File: config.mk
export PLATFORM = sky130hd
export DESIGN_NAME = ps2_host_ctrl_flat
export DESIGN_NICKNAME = d
export VERILOG_FILES = /design/src/rtl/ps2_host_ctrl_if.sv /design/src/rtl/ps2_host_ctrl.sv /design/src/flat_wrapper.sv
export SDC_FILE = /design/constraint.sdc
export NUM_CORES = 1
export LEC_CHECK = 0
export CAP_MARGIN = 10
export CORE_MARGIN = 4
export CORE_UTILIZATION = 45
export DETAILED_ROUTE_END_ITERATION = 8
export SLEW_MARGIN = 20
export SYNTH_ARGS = -nofsm -noshare
export SYNTH_HDL_FRONTEND = slang
export SYNTH_SLANG_ARGS = --single-unit
File: constraint.sdc
create_clock -name clk -period 4.1 [get_ports clk]
set_clock_uncertainty 0.1 [all_clocks]
set_input_delay 0.615 -clock clk [delete_from_list [all_inputs] [get_ports clk]]
set_output_delay 0.615 -clock clk [all_outputs]
set_load 0.005 [all_outputs]
File: src/rtl/ps2_host_ctrl_if.sv
// Register-side bundle of the PS/2 host controller: RX byte stream out of the
// FIFO, TX command request/completion, and the error pulse vector.
interface ps2_host_ctrl_if #(
   parameter int LEVEL_W = 5
);
   logic [7:0]         rx_data;
   logic               rx_valid;
   logic               rx_ready;
   logic [LEVEL_W-1:0] rx_level;
   logic [7:0]         tx_data;
   logic               tx_valid;
   logic               tx_ready;
   logic               tx_done;
   logic [3:0]         err_status;

   modport master (
      input  rx_data, rx_valid, rx_level, tx_ready, tx_done, err_status,
      output rx_ready, tx_data, tx_valid
   );

   modport slave (
      output rx_data, rx_valid, rx_level, tx_ready, tx_done, err_status,
      input  rx_ready, tx_data, tx_valid
   );
endinterface

File: src/rtl/ps2_host_ctrl.sv
// Bidirectional PS/2 host: filtered pad sampling, device-to-host receive into a
// FIFO, host-to-device command transmit with inhibit/request-to-send/ACK.
module ps2_host_ctrl #(
   parameter int SYNC_STAGES    = 2,
   parameter int FILTER_LEN     = 8,
   parameter int RX_FIFO_DEPTH  = 16,
   parameter int INHIBIT_CYCLES = 5000,
   parameter int TIMEOUT_CYCLES = 100000
) (
   input  logic              clk,
   input  logic              reset_n,
   input  logic              ps2_clk_i,
   input  logic              ps2_data_i,
   output logic              ps2_clk_oe,
   output logic              ps2_data_oe,
   ps2_host_ctrl_if.slave    bus
);
   localparam int AW = $clog2(RX_FIFO_DEPTH);
   localparam int LW = AW + 1;
   localparam int FW = $clog2(FILTER_LEN + 1);
   localparam int IW = $clog2(INHIBIT_CYCLES + 1);
   localparam int TW = $clog2(TIMEOUT_CYCLES + 1);
   localparam logic [FW-1:0] FILT_LAST = FW'(FILTER_LEN - 1);
   localparam logic [IW-1:0] INH_LAST  = IW'(INHIBIT_CYCLES - 1);
   localparam logic [TW-1:0] TMO_LAST  = TW'(TIMEOUT_CYCLES - 1);
   localparam logic [LW-1:0] FIFO_FULL = LW'(RX_FIFO_DEPTH);

   typedef enum logic {RX_IDLE, RX_SHIFT} rx_state_t;
   typedef enum logic [1:0] {TX_IDLE, TX_INHIBIT, TX_SEND, TX_ACK} tx_state_t;

   rx_state_t rx_state;
   tx_state_t tx_state;

   // Pad synchronizers; idle PS/2 lines are high, so reset to 1.
   logic [SYNC_STAGES-1:0] clk_sync, data_sync;
   logic                   clk_s, data_s;

   always_ff @(posedge clk or negedge reset_n) begin
      if (!reset_n) begin
         clk_sync  <= '1;
         data_sync <= '1;
      end else begin
         clk_sync  <= {clk_sync[SYNC_STAGES-2:0], ps2_clk_i};
         data_sync <= {data_sync[SYNC_STAGES-2:0], ps2_data_i};
      end
   end

   assign clk_s  = clk_sync[SYNC_STAGES-1];
   assign data_s = data_sync[SYNC_STAGES-1];

   // A level change on ps2_clk is accepted only after FILTER_LEN equal samples.
   logic          clk_filt, clk_filt_q;
   logic [FW-1:0] filt_cnt;
   logic          bit_event;

   always_ff @(posedge clk or negedge reset_n) begin
      if (!reset_n) begin
         clk_filt   <= 1'b1;
         clk_filt_q <= 1'b1;
         filt_cnt   <= '0;
      end else begin
         clk_filt_q <= clk_filt;
         if (clk_s == clk_filt) begin
            filt_cnt <= '0;
         end else if (filt_cnt == FILT_LAST) begin
            clk_filt <= clk_s;
            filt_cnt <= '0;
         end else begin
            filt_cnt <= filt_cnt + 1'b1;
         end
      end
   end

   assign bit_event = clk_filt_q & ~clk_filt;

   // Shared inter-edge watchdog: only one FSM can be in a timed state at a time.
   logic          timed, tmo_hit;
   logic [TW-1:0] tmo_cnt;

   assign timed   = (rx_state == RX_SHIFT) || (tx_state == TX_SEND) || (tx_state == TX_ACK);
   assign tmo_hit = timed && !bit_event && (tmo_cnt == TMO_LAST);

   always_ff @(posedge clk or negedge reset_n) begin
      if (!reset_n) begin
         tmo_cnt <= '0;
      end else if (!timed || bit_event) begin
         tmo_cnt <= '0;
      end else if (!tmo_hit) begin
         tmo_cnt <= tmo_cnt + 1'b1;
      end
   end

   // Receive path
   logic       tx_ready_q, tx_accept;
   logic       rx_start, rx_stop, rx_push, frame_ok;
   logic [3:0] rx_cnt;
   logic [8:0] rx_shift;
   logic [9:0] rx_frame;
   logic       rx_frame_err_q, rx_timeout_q;

   assign tx_accept = bus.tx_valid && tx_ready_q;
   assign rx_start  = (rx_state == RX_IDLE) && (tx_state == TX_IDLE) && !tx_accept &&
                      bit_event && !data_s;
   assign rx_stop   = (rx_state == RX_SHIFT) && bit_event && (rx_cnt == 4'd9);
   assign rx_frame  = {data_s, rx_shift};
   assign frame_ok  = rx_frame[9] && (^rx_frame[8:0]);
   assign rx_push   = rx_stop && frame_ok;

   always_ff @(posedge clk or negedge reset_n) begin
      if (!reset_n) begin
         rx_state       <= RX_IDLE;
         rx_cnt         <= '0;
         rx_shift       <= '0;
         rx_frame_err_q <= 1'b0;
         rx_timeout_q   <= 1'b0;
      end else begin
         rx_frame_err_q <= 1'b0;
         rx_timeout_q   <= 1'b0;
         case (rx_state)
            RX_IDLE: begin
               if (rx_start) begin
                  rx_state <= RX_SHIFT;
                  rx_cnt   <= '0;
               end
            end
            RX_SHIFT: begin
               if (tmo_hit) begin
                  rx_state     <= RX_IDLE;
                  rx_timeout_q <= 1'b1;
               end else if (bit_event) begin
                  rx_shift <= {data_s, rx_shift[8:1]};
                  rx_cnt   <= rx_cnt + 1'b1;
                  if (rx_cnt == 4'd9) begin
                     rx_state       <= RX_IDLE;
                     rx_frame_err_q <= !frame_ok;
                  end
               end
            end
            default: rx_state <= RX_IDLE;
         endcase
      end
   end

   // RX FIFO; a pop in the same cycle frees the slot for a push at full.
   logic [7:0]    mem [RX_FIFO_DEPTH];
   logic [AW-1:0] wr_ptr, rd_ptr;
   logic [LW-1:0] count;
   logic          pop, wr_en, rx_overflow_q;

   assign pop   = bus.rx_ready && (count != '0);
   assign wr_en = rx_push && ((count != FIFO_FULL) || pop);

   always_ff @(posedge clk or negedge reset_n) begin
      if (!reset_n) begin
         wr_ptr        <= '0;
         rd_ptr        <= '0;
         count         <= '0;
         rx_overflow_q <= 1'b0;
      end else begin
         rx_overflow_q <= rx_push && !wr_en;
         if (wr_en) wr_ptr <= wr_ptr + 1'b1;
         if (pop)   rd_ptr <= rd_ptr + 1'b1;
         case ({wr_en, pop})
            2'b10:   count <= count + 1'b1;
            2'b01:   count <= count - 1'b1;
            default: count <= count;
         endcase
      end
   end

   // NOTE: storage has no reset; occupancy is tracked by count, and the head is masked while empty.
   always_ff @(posedge clk) begin
      if (wr_en) mem[wr_ptr] <= rx_frame[7:0];
   end

   // Transmit path: frame bits d0..d7, odd parity, stop, shifted out LSB first.
   logic [9:0]    tx_shift;
   logic [3:0]    tx_cnt;
   logic [IW-1:0] inh_cnt;
   logic          tx_done_q, tx_timeout_q;

   always_ff @(posedge clk or negedge reset_n) begin
      if (!reset_n) begin
         tx_state     <= TX_IDLE;
         ps2_clk_oe   <= 1'b0;
         ps2_data_oe  <= 1'b0;
         tx_ready_q   <= 1'b0;
         tx_done_q    <= 1'b0;
         tx_timeout_q <= 1'b0;
         tx_shift     <= '0;
         tx_cnt       <= '0;
         inh_cnt      <= '0;
      end else begin
         tx_done_q    <= 1'b0;
         tx_timeout_q <= 1'b0;
         // Deasserted the cycle after an accept or RX start, so no double accept.
         tx_ready_q   <= (tx_state == TX_IDLE) && !tx_accept &&
                         (rx_state == RX_IDLE) && !rx_start;
         case (tx_state)
            TX_IDLE: begin
               if (tx_accept) begin
                  tx_shift   <= {1'b1, ~^bus.tx_data, bus.tx_data};
                  inh_cnt    <= INH_LAST;
                  ps2_clk_oe <= 1'b1;
                  tx_state   <= TX_INHIBIT;
               end
            end
            TX_INHIBIT: begin
               if (inh_cnt == '0) begin
                  ps2_clk_oe  <= 1'b0;
                  ps2_data_oe <= 1'b1;
                  tx_cnt      <= '0;
                  tx_state    <= TX_SEND;
               end else begin
                  inh_cnt <= inh_cnt - 1'b1;
               end
            end
            TX_SEND: begin
               if (tmo_hit) begin
                  ps2_data_oe  <= 1'b0;
                  tx_timeout_q <= 1'b1;
                  tx_state     <= TX_IDLE;
               end else if (bit_event) begin
                  ps2_data_oe <= ~tx_shift[0];
                  tx_shift    <= tx_shift >> 1;
                  tx_cnt      <= tx_cnt + 1'b1;
                  if (tx_cnt == 4'd9) tx_state <= TX_ACK;
               end
            end
            TX_ACK: begin
               if (tmo_hit) begin
                  ps2_data_oe  <= 1'b0;
                  tx_timeout_q <= 1'b1;
                  tx_state     <= TX_IDLE;
               end else if (bit_event) begin
                  ps2_data_oe  <= 1'b0;
                  tx_done_q    <= !data_s;
                  tx_timeout_q <= data_s;
                  tx_state     <= TX_IDLE;
               end
            end
            default: tx_state <= TX_IDLE;
         endcase
      end
   end

   assign bus.rx_data    = (count != '0) ? mem[rd_ptr] : 8'h00;
   assign bus.rx_valid   = (count != '0);
   assign bus.rx_level   = count;
   assign bus.tx_ready   = tx_ready_q;
   assign bus.tx_done    = tx_done_q;
   assign bus.err_status = {tx_timeout_q, rx_timeout_q, rx_overflow_q, rx_frame_err_q};
endmodule
File: src/flat_wrapper.sv
// flat-port wrapper written by rule: the top's interface ports become plain ports
module ps2_host_ctrl_flat 
#(
   parameter int SYNC_STAGES    = 2,
   parameter int FILTER_LEN     = 8,
   parameter int RX_FIFO_DEPTH  = 16,
   parameter int INHIBIT_CYCLES = 5000,
   parameter int TIMEOUT_CYCLES = 100000
)
  (clk, reset_n, ps2_clk_i, ps2_data_i, ps2_clk_oe, ps2_data_oe, bus_rx_data, bus_rx_valid, bus_rx_level, bus_tx_ready, bus_tx_done, bus_err_status, bus_rx_ready, bus_tx_data, bus_tx_valid);
  ps2_host_ctrl_if bus_i ();
  input  logic clk;
  input  logic reset_n;
  input  logic ps2_clk_i;
  input  logic ps2_data_i;
  output logic ps2_clk_oe;
  output logic ps2_data_oe;
  output wire logic [$bits(bus_i.rx_data)-1:0] bus_rx_data;
  output wire logic [$bits(bus_i.rx_valid)-1:0] bus_rx_valid;
  output wire logic [$bits(bus_i.rx_level)-1:0] bus_rx_level;
  output wire logic [$bits(bus_i.tx_ready)-1:0] bus_tx_ready;
  output wire logic [$bits(bus_i.tx_done)-1:0] bus_tx_done;
  output wire logic [$bits(bus_i.err_status)-1:0] bus_err_status;
  input wire logic [$bits(bus_i.rx_ready)-1:0] bus_rx_ready;
  input wire logic [$bits(bus_i.tx_data)-1:0] bus_tx_data;
  input wire logic [$bits(bus_i.tx_valid)-1:0] bus_tx_valid;
  assign bus_rx_data = bus_i.rx_data;
  assign bus_rx_valid = bus_i.rx_valid;
  assign bus_rx_level = bus_i.rx_level;
  assign bus_tx_ready = bus_i.tx_ready;
  assign bus_tx_done = bus_i.tx_done;
  assign bus_err_status = bus_i.err_status;
  assign bus_i.rx_ready = bus_rx_ready;
  assign bus_i.tx_data = bus_tx_data;
  assign bus_i.tx_valid = bus_tx_valid;
  ps2_host_ctrl #(.SYNC_STAGES(SYNC_STAGES), .FILTER_LEN(FILTER_LEN), .RX_FIFO_DEPTH(RX_FIFO_DEPTH), .INHIBIT_CYCLES(INHIBIT_CYCLES), .TIMEOUT_CYCLES(TIMEOUT_CYCLES)) u_core (.clk(clk), .reset_n(reset_n), .ps2_clk_i(ps2_clk_i), .ps2_data_i(ps2_data_i), .ps2_clk_oe(ps2_clk_oe), .ps2_data_oe(ps2_data_oe), .bus(bus_i));
endmodule
**Word-level counts from Yosys, hierarchy flattened**

Memory sizes are Yosys's and may differ from the RTL's.
Index checks and enable logic that the tools add are counted.

- Register bits after elaboration: 91
- RAM bits: 128
- Output and inout port bits: 22
- Memories kept: 1
- Bits of input ports: 14
- Word-level logic and storage cells: 167

Memories:

| memory | words | bits a word | read ports | clocked after memory_dff | wr ports | line | source |
|---|---|---|---|---|---|---|---|
| u_core.mem | 16 | 8 | 1 | 0 | 1 | ps2_host_ctrl.sv:145 | `logic [7:0] mem [RX_FIFO_DEPTH];` |

- $add $sub $neg: 9
- Equal/unequal tests: 23
- Bitwise operators: 6
- Reduce and logical (&&, ||, !) cells: 47
- Mux-type cells: 57

Operator list:

| operator | count |
|---|---|
| 17-bit 2-to-1 mux | 2 |
| 4-bit 2-to-1 mux | 8 |
| 10-bit 2-to-1 mux | 3 |
| 13-bit 2-to-1 mux | 2 |
| 13-bit case mux with 2 select lines | 1 |
| 1-bit 2-to-1 mux | 24 |
| 4-bit by 1-bit adder with 4-bit output (second input constant) | 5 |
| 10-bit case mux with 2 select lines | 1 |
| 17-bit by 1-bit adder with 17-bit output (second input constant) | 1 |
| 17-bit equality test (second input constant) | 1 |
| 1-bit logical AND | 17 |
| 4-bit case mux with 2 select lines | 2 |
| 2-bit 2-to-1 mux | 7 |
| 13-bit zero test | 1 |
| 13-bit by 1-bit subtractor with 13-bit output (second input constant) | 1 |
| 3-bit AND reduction | 4 |
| 4-bit AND reduction | 3 |
| 2-bit inequality test (second input constant) | 5 |
| 5-bit case mux with 2 select lines | 1 |
| 9-bit parity | 1 |
| 4-bit equality test (second input constant) | 2 |
| 8-bit 2-to-1 mux | 1 |
| 2-bit by 1-bit inequality test with 1-bit output (second input constant) | 4 |
| 2-bit case mux with 4 select lines | 1 |
| other kinds (22) | 44 |

**Depth between registers and ports, before layout**

Gate-level depths: netlist (run 1).

- Word-level depth: 8
- Gate-level depth with buffers: 13
- Mapped depth without buffers: 12

**Worst setup path after synthesis (run 1)**

OpenSTA, ideal clock, no wires.

- Path type: reg-to-reg
- Start: reg u_core.rx_shift[5]
- End: reg u_core.count[4], in the netlist u_core.bus.rx_level[4]
- Required time: 3,876 ps
- Clock period less this slack: 2,942 ps
- Buffers on the path: 1
- Setup slack: 1,158 ps
- Arrival time: 2,718 ps
- Stages on the path, launching flop included: 12
- Setup time: 124 ps
- Cells stage by stage: dfrtp_1 -> xor2_1 -> xnor3_1 -> mux2i_4 -> and2_1 -> buf_4 -> xor2_1 -> ha_1 -> or3_1 -> a21oi_1 -> o22ai_1 -> xnor2_1

- Longest elaborated chain between the ends: 6
- Elaborated cells on any way between the ends: 8
- Those cells by class: 2 x eq/ne; 1 x mux; 5 x reduce/logical

RTL lines:

| element | line | source |
|---|---|---|
| from (decl) | ps2_host_ctrl.sv:97 | `logic [8:0] rx_shift;` |
| from (signal assigned) | ps2_host_ctrl.sv:131 | `rx_shift <= {data_s, rx_shift[8:1]};` |
| 9-bit parity (*) | ps2_host_ctrl.sv:106 | `assign frame_ok = rx_frame[9] && (^rx_frame[8:0]);` |
| 1-bit logical AND (*) | ps2_host_ctrl.sv:106 |  |
| 1-bit logical AND (*) | ps2_host_ctrl.sv:107 | `assign rx_push = rx_stop && frame_ok;` |
| 1-bit logical AND (*) | ps2_host_ctrl.sv:151 | `assign wr_en = rx_push && ((count != FIFO_FULL) \|\| pop);` |
| 2-bit by 1-bit equality test with 1-bit output or 2-bit equality test (tied branches) | ps2_host_ctrl.sv:163 | `case ({wr_en, pop})` |
| 5-bit case mux with 2 select lines or 2-bit nonzero test (tied branches) | -- |  |
| to (signal assigned) | ps2_host_ctrl.sv:164 | `2'b10: count <= count + 1'b1;` |
| to (signal assigned) | ps2_host_ctrl.sv:165 | `2'b01: count <= count - 1'b1;` |
| to (signal assigned) | ps2_host_ctrl.sv:166 | `default: count <= count;` |
| to (decl) | ps2_host_ctrl.sv:147 | `logic [LW-1:0] count;` |

Mark *: on every way between the ends. The rest lies on a longest branch, timed or not.
A chain may end at the register's enable or synchronous reset.

**Final worst setup path (run 1)**

- Start: reg u_core.rd_ptr[0]
- End: out bus_rx_data[2]

- Longest elaborated chain between the ends: 2

RTL lines:

| element | line | source |
|---|---|---|
| from (decl) | ps2_host_ctrl.sv:146 | `logic [AW-1:0] wr_ptr, rd_ptr;` |
| from (signal assigned) | ps2_host_ctrl.sv:162 | `if (pop) rd_ptr <= rd_ptr + 1'b1;` |
| memory read 16 x 8 bit | -- |  |
| 8-bit 2-to-1 mux | ps2_host_ctrl.sv:247 | `assign bus.rx_data = (count != '0) ? mem[rd_ptr] : 8'h00;` |
| to (decl) | flat_wrapper.sv:18 | `output wire logic [$bits(bus_i.rx_data)-1:0] bus_rx_data;` |

Every way passes these cells.

==> metrics, run 1 <==
area of the die=23300 um^2; outcome=completed; FFs w/ async S/R, synth=41.6%; initial antenna violation count=0; Post-synth EDFFs=128; GRT Util Overall=16.1%; Finish-stage setup viols=0; critical path peak fanout=15; multi-input logic area=3120 um^2; core area=20400 um^2; TritonCTS Buffers=22; Area growth syn-to-layout=15.2%; final worst setup slack=0.333 ns; CP max stage delay=0.64 ns; Port Buffers=35; sequential area share after synthesis=65.0%; ys flop type=edfxtp_1; Post-Syn Instances=636; cells along the critical path=buf_12 > mux4_2 > mux4_2 > and2_1 > clkdlybuf4s50_1; Post-Route WL=18.6 mm; flops & latches, synth=219; Pre-Repair DR Iteration Count=4; Max Slew Vio Count=0; Ant. Diodes=0; Iter 0 DRT Violations=303; Peak Freq=265 MHz; Post-DRT Antenna Nets=0; Synth cell types=56; GR Overflow Total=0; CP delay by family, top=multiplexers; largest net degree at the start of global routing=67; Clock Tree Root=clkbuf_16; CTS tree=yes; Arrival @ worst endpoint=3.05 ns; slew margin rel.=42.0%; Setup WS pre-CTS=0.512 ns; vias in the first global route=5379; Leakage Power=0.00401 uW; synth warn=0; CP endpoint kind=output port; clk buf depth=3; Clock Sinks=219; Routed WL per cell=19.2 um; layout cells sized above 1=18.4%; syn_area_per_cell=14.8 um^2; Die X=153 um; crit path launch type=flip-flop; RSZ-0062 raised after global routing=false; Final Hold Fails=0; clk_lat worst skew=0.49 ns; RD Place Congestion=0.796; minimum clock period=3.77 ns; Final Cycle Share=91.9%; Final Hold Slack=0.139 ns; Mapped Nets=664; CP bufs+invs=2; peak supply drop=0.415 mV; Reg area=6130 um^2; setup_tns=0 ns; Worst Path Class, Setup=reg2out; Die Y=153 um; cell area after synthesis=9420 um^2; Top cell by count, worst path=mux4_2; Slowest-stage cell, CP=dfrtp_2; post-DP HPWL=12.5 mm; IO Pins=36; cts-stage hold buffer count=0; CTS clock-pin slew for the worst setup and hold paths=0.06 ns; Worst Max-Slew Pin Slew=0.867 ns; H-tree levels=1; Starting Density=46.1%; fillers=1689; Post CTS Setup Buffer Count=0; Hold WC Path Type=in2async; most common cell after layout, fill and taps aside=edfxtp_1; WP data required=3.38 ns; pwr/cell area=577 nW/um^2; Vias=5235; number of max-cap violations=0; first-pass GRT wire length=30.0 mm; R2R Setup Slk=0.54 ns; Vias/cell=5.40; # resized after CTS=0; drc violations=0; row cnt=52; commonest non-fill, non-tap cells in the layout=edfxtp_1 (128), dfrtp_1 (84), nor2_1 (61); Nets=712
[kinds of logic (layout without fill, tap and decap cells)]
family	count (synthesis)	after routing	synth area share (%)
flops	219	219	65.0
mux	63	63	12.3
simple gates	196	196	10.4
xor+xnor	52	52	5.14
fa+ha+maj	14	14	1.86
compound gates	51	51	3.39
buf+inv	41	105	1.89
[final cells by class]
type	count	share of cell area [%]
clock buffer	32	5.98
clock inverter	8	0.622
inverter	10	0.346
multi-input combinational	376	28.8
sequential	219	56.5
tap	270	3.11
timing repair buffer	55	4.70
[power by group]
group          switching (uW)  leakage [uW]  total (uW)  internal, uW
logic                     629       0.00133        1410           784
registers                 305       0.00232        2890          2590
clock network             797      0.000356        1960          1160
[Yosys cell counts (all sizes together) (3+ instances only)]
cell type	n	area, um^2
edfxtp	128	3840
dfrtp	85	2130
nor2	62	240
nand2	44	165
mux4	40	901
xnor2	32	280
o21ai	25	140
clkbuf	19	71.3
xor2	18	158
ha	14	175
nor3	14	70.1
and2	13	81.3
buf	12	68.8
mux2	12	139
mux2i	11	123
inv	10	37.5
a21oi	9	45.0
or3	9	58.8
and3	8	50.1
nand3	8	40.0
nand4	7	43.8
dfstp	6	158
nand2b	6	37.5
nor2b	6	37.5
and4	4	35.0
or2	4	25.0
a211oi	3	22.5
[metrics by stage]
step                      power (uW)  utilization (%)  instances  area [um^2]
after CTS                       6350             53.1        970        10900
after global placement          4320             49.6        930        10100
after floorplan                 3870                -        636         9420
final                           6270             53.1        970        10900
after global routing            6620             53.1        970        10900
after detailed placement        4380             49.6        930        10100
[sequential cells by signal (all words and copies together), names as in the netlist, 2 cells and up]
register,cells
u_core.bus.rx_level,5
u_core.clk_sync,2
u_core.data_sync,2
u_core.filt_cnt,4
u_core.inh_cnt,13
u_core.mem,128
u_core.rd_ptr,4
u_core.rx_cnt,4
u_core.rx_shift,9
u_core.tmo_cnt,17
u_core.tx_cnt,4
u_core.tx_shift,10
u_core.tx_state,2
u_core.wr_ptr,4
[layer usage]
layer  GRT usage, %  vias up  wire length [um]
li1               -     2431                 -
met1           22.6     2686              8400
met2           26.9       97              9350
met3           2.36       21               619
met4           3.61        0               261
met5              0        -                 0
[path summary, 6_finish.rpt]
kind / endpoint / start / cells past startpoint
worst min-delay path: u_core.inh_cnt[7] / reset_n / 1
worst max-delay path: bus_rx_data[2] / u_core.rd_ptr[0] / 5
worst min register to register: u_core.clk_sync[1] / u_core.clk_sync[0] / 0
max in group asynchronous: u_core.clk_sync[0] / reset_n / 2
min in group clk: u_core.clk_sync[1] / u_core.clk_sync[0] / 0
worst max register to register: u_core.mem[10][6] / u_core.rx_shift[4] / 6
(Power assumes the default switching activity.)
==> run 2: changes to the inputs <==
Settings changed: SLEW_MARGIN 20 to 10.
==> run 2 against run 1 <==
Critical path type unchanged. Sequential power barely moved. Combinational power hardly changed. Worst setup slack worse by 0.036 ns. Sequential share of layout area decreased by 0.21 points. Maximum frequency down 0.94%.
==> metrics, run 2 (synthesis results as in run 1) <==
# resized after CTS=0 (unchanged); Placement Cell Area=10100 um^2 (about the same); Starting Density=46.1% (unchanged); Top cell by count, worst path=mux4_2 (unchanged); drc violations=0 (unchanged); CP max stage delay=0.63 ns (was 0.64 ns); Hold WC Path Type=in2async (unchanged); R2R Setup Slk=0.59 ns (was 0.54 ns); Clock Tree Root=clkbuf_16 (unchanged); outcome=completed (unchanged); minimum clock period=3.80 ns (was 3.77 ns); CTS clock-pin slew for the worst setup and hold paths=0.06 ns (about the same); core area=20400 um^2 (unchanged); Post-Route WL=18.6 mm (about the same); GRT Util Overall=16.0% (was 16.1%); setup_tns=0 ns (unchanged); fillers=1702 (was 1689); CTS tree=yes (unchanged); biggest regs=u_core.mem (128), u_core.tmo_cnt (17), u_core.inh_cnt (13) (unchanged); initial antenna violation count=0 (unchanged); post-DP HPWL=12.5 mm (about the same); Nets=713 (was 712); Area growth syn-to-layout=15.6% (was 15.2%); power consumption=6350 uW (was 6270 uW); final core utilization=53.3% (was 53.1%); RSZ-0062 raised after global routing=false (unchanged); Biggest register=u_core.mem (unchanged); Pre-Repair DR Iteration Count=5 (was 4); H-tree levels=1 (unchanged); Post CTS Setup Buffer Count=0 (unchanged); number of max-cap violations=0 (unchanged); max FFs per register=128 (unchanged); cts-stage hold buffer count=0 (unchanged); Leakage Power=0.00402 uW (was 0.00401 uW); commonest non-fill, non-tap cells in the layout=edfxtp_1 (128), dfrtp_1 (84), nor2_1 (61) (unchanged); CP endpoint kind=output port (unchanged); Worst Path Class, Setup=reg2out (unchanged); vias in the first global route=5425 (was 5379); Post-DRT Antenna Nets=0 (unchanged); Max Slew Vio Count=0 (unchanged); Vias/cell=5.40 (about the same); cells along the critical path=buf_12 > mux4_2 > mux4_2 > and2_1 > clkdlybuf4s50_1 (unchanged); NetSw=1740 uW (was 1730 uW); Vias=5246 (was 5235); Slowest-stage cell, CP=dfrtp_2 (unchanged); peak supply drop=0.425 mV (was 0.415 mV); Port Buffers=35 (unchanged); first-pass GRT wire length=29.9 mm (was 30.0 mm); clk buf depth=3 (unchanged); Comb power frac=22.3% (was 22.5%); TritonCTS Buffers=23 (was 22); largest net degree at the start of global routing=67 (unchanged); Peak Freq=263 MHz (was 265 MHz); sw frac=27.5% (was 27.6%); r2r startpoint=u_core.rx_shift[4] (unchanged); Routed WL per cell=19.1 um (was 19.2 um); WP data required=3.38 ns (about the same); RD Place Congestion=0.796 (unchanged); post-route cell area=10900 um^2 (about the same); GR Overflow Total=0 (unchanged); slew margin rel.=41.4% (was 42.0%); sequential power share=45.5% (was 46.2%); pwr/cell area=583 nW/um^2 (was 577 nW/um^2); critical path peak fanout=15 (unchanged); clk_lat worst skew=0.50 ns (was 0.49 ns); Final Cycle Share=92.8% (was 91.9%); Iter 0 DRT Violations=317 (was 303); Final Hold Fails=0 (unchanged); Clock Power Share=32.2% (was 31.3%); CP delay by family, top=multiplexers (unchanged); Worst Max-Slew Pin Slew=0.875 ns (was 0.867 ns); Die X=153 um (unchanged); Int Power=4610 uW (was 4540 uW); Ant. Diodes=0 (unchanged); Worst Reg-to-Reg Cells=6 (unchanged); area of the die=23300 um^2 (unchanged); IO Pins=36 (unchanged); Die Y=153 um (unchanged); Finish-stage setup viols=0 (unchanged); most common cell after layout, fill and taps aside=edfxtp_1 (unchanged); layout cells sized above 1=18.4% (about the same); row cnt=52 (unchanged); Clock Sinks=219 (unchanged); Arrival @ worst endpoint=3.09 ns (was 3.05 ns); reg2reg end=u_core.mem[11][5] (was u_core.mem[10][6]); crit path launch type=flip-flop (unchanged); CP bufs+invs=2 (unchanged)
## run 2: cell types whose count changed in the layout (fill, tap and decap cells not counted), sizes merged
| cell | before | now |
|---|---|---|
| bufinv | 1 | 2 |
| clkbuf | 32 | 33 |
| clkinv | 6 | 4 |
| inv | 10 | 12 |
## run 2: worst max-delay path by stage
stage	cells after the start	start	slack, ns	to
global route	5	u_core.rd_ptr[0]	0.15	bus_rx_data[2]
CTS	5	u_core.rd_ptr[0]	0.22	bus_rx_data[2]
floorplan	11	u_core.rx_shift[5]	1.16	u_core.bus.rx_level[4]
global placement	6	u_core.rx_shift[3]	0.63	u_core.mem[11][1]
detailed placement	6	u_core.rx_shift[3]	0.56	u_core.mem[11][1]
finish	5	u_core.rd_ptr[0]	0.30	bus_rx_data[2]
## run 2: cell type report
type	instances	area, um^2	share of cell area [%]
clock buffer	33	653	6.00
clock inverter	9	104	0.953
inverter	10	37.5	0.345
multi-input combinational	376	3120	28.7
sequential	219	6130	56.3
tap	270	338	3.10
timing repair buffer	55	510	4.69
## run 2: power by group through the flow
| stage | registers, uW | clock network (uW) | logic (uW) |
|---|---|---|---|
| 6_report | 2890 | 2050 | 1410 |
| 5_1_grt | 2940 | 2200 | 1570 |
| 4_1_cts | 2890 | 2100 | 1450 |
| 3_5_place_dp | 2940 | 0 | 1440 |
| 3_3_place_gp | 2920 | 0 | 1390 |
| 2_1_floorplan | 2800 | 0 | 1070 |
## run 2: metal layers
layer	GRT usage (%)	up-vias	wire (um)
met5	0	-	0
met4	3.27	0	259
met3	2.41	21	709
met2	27.4	101	9370
met1	22.2	2688	8220
li1	-	2436	-
## run 2: through the flow
stage	cells	hold slack, ns	setup slack, ns
floorplan	636	0.219	1.16
global placement	930	0.246	0.633
detailed placement	930	0.249	0.556
CTS	972	0.153	0.225
global route	972	0.182	0.154
finish	972	0.123	0.297
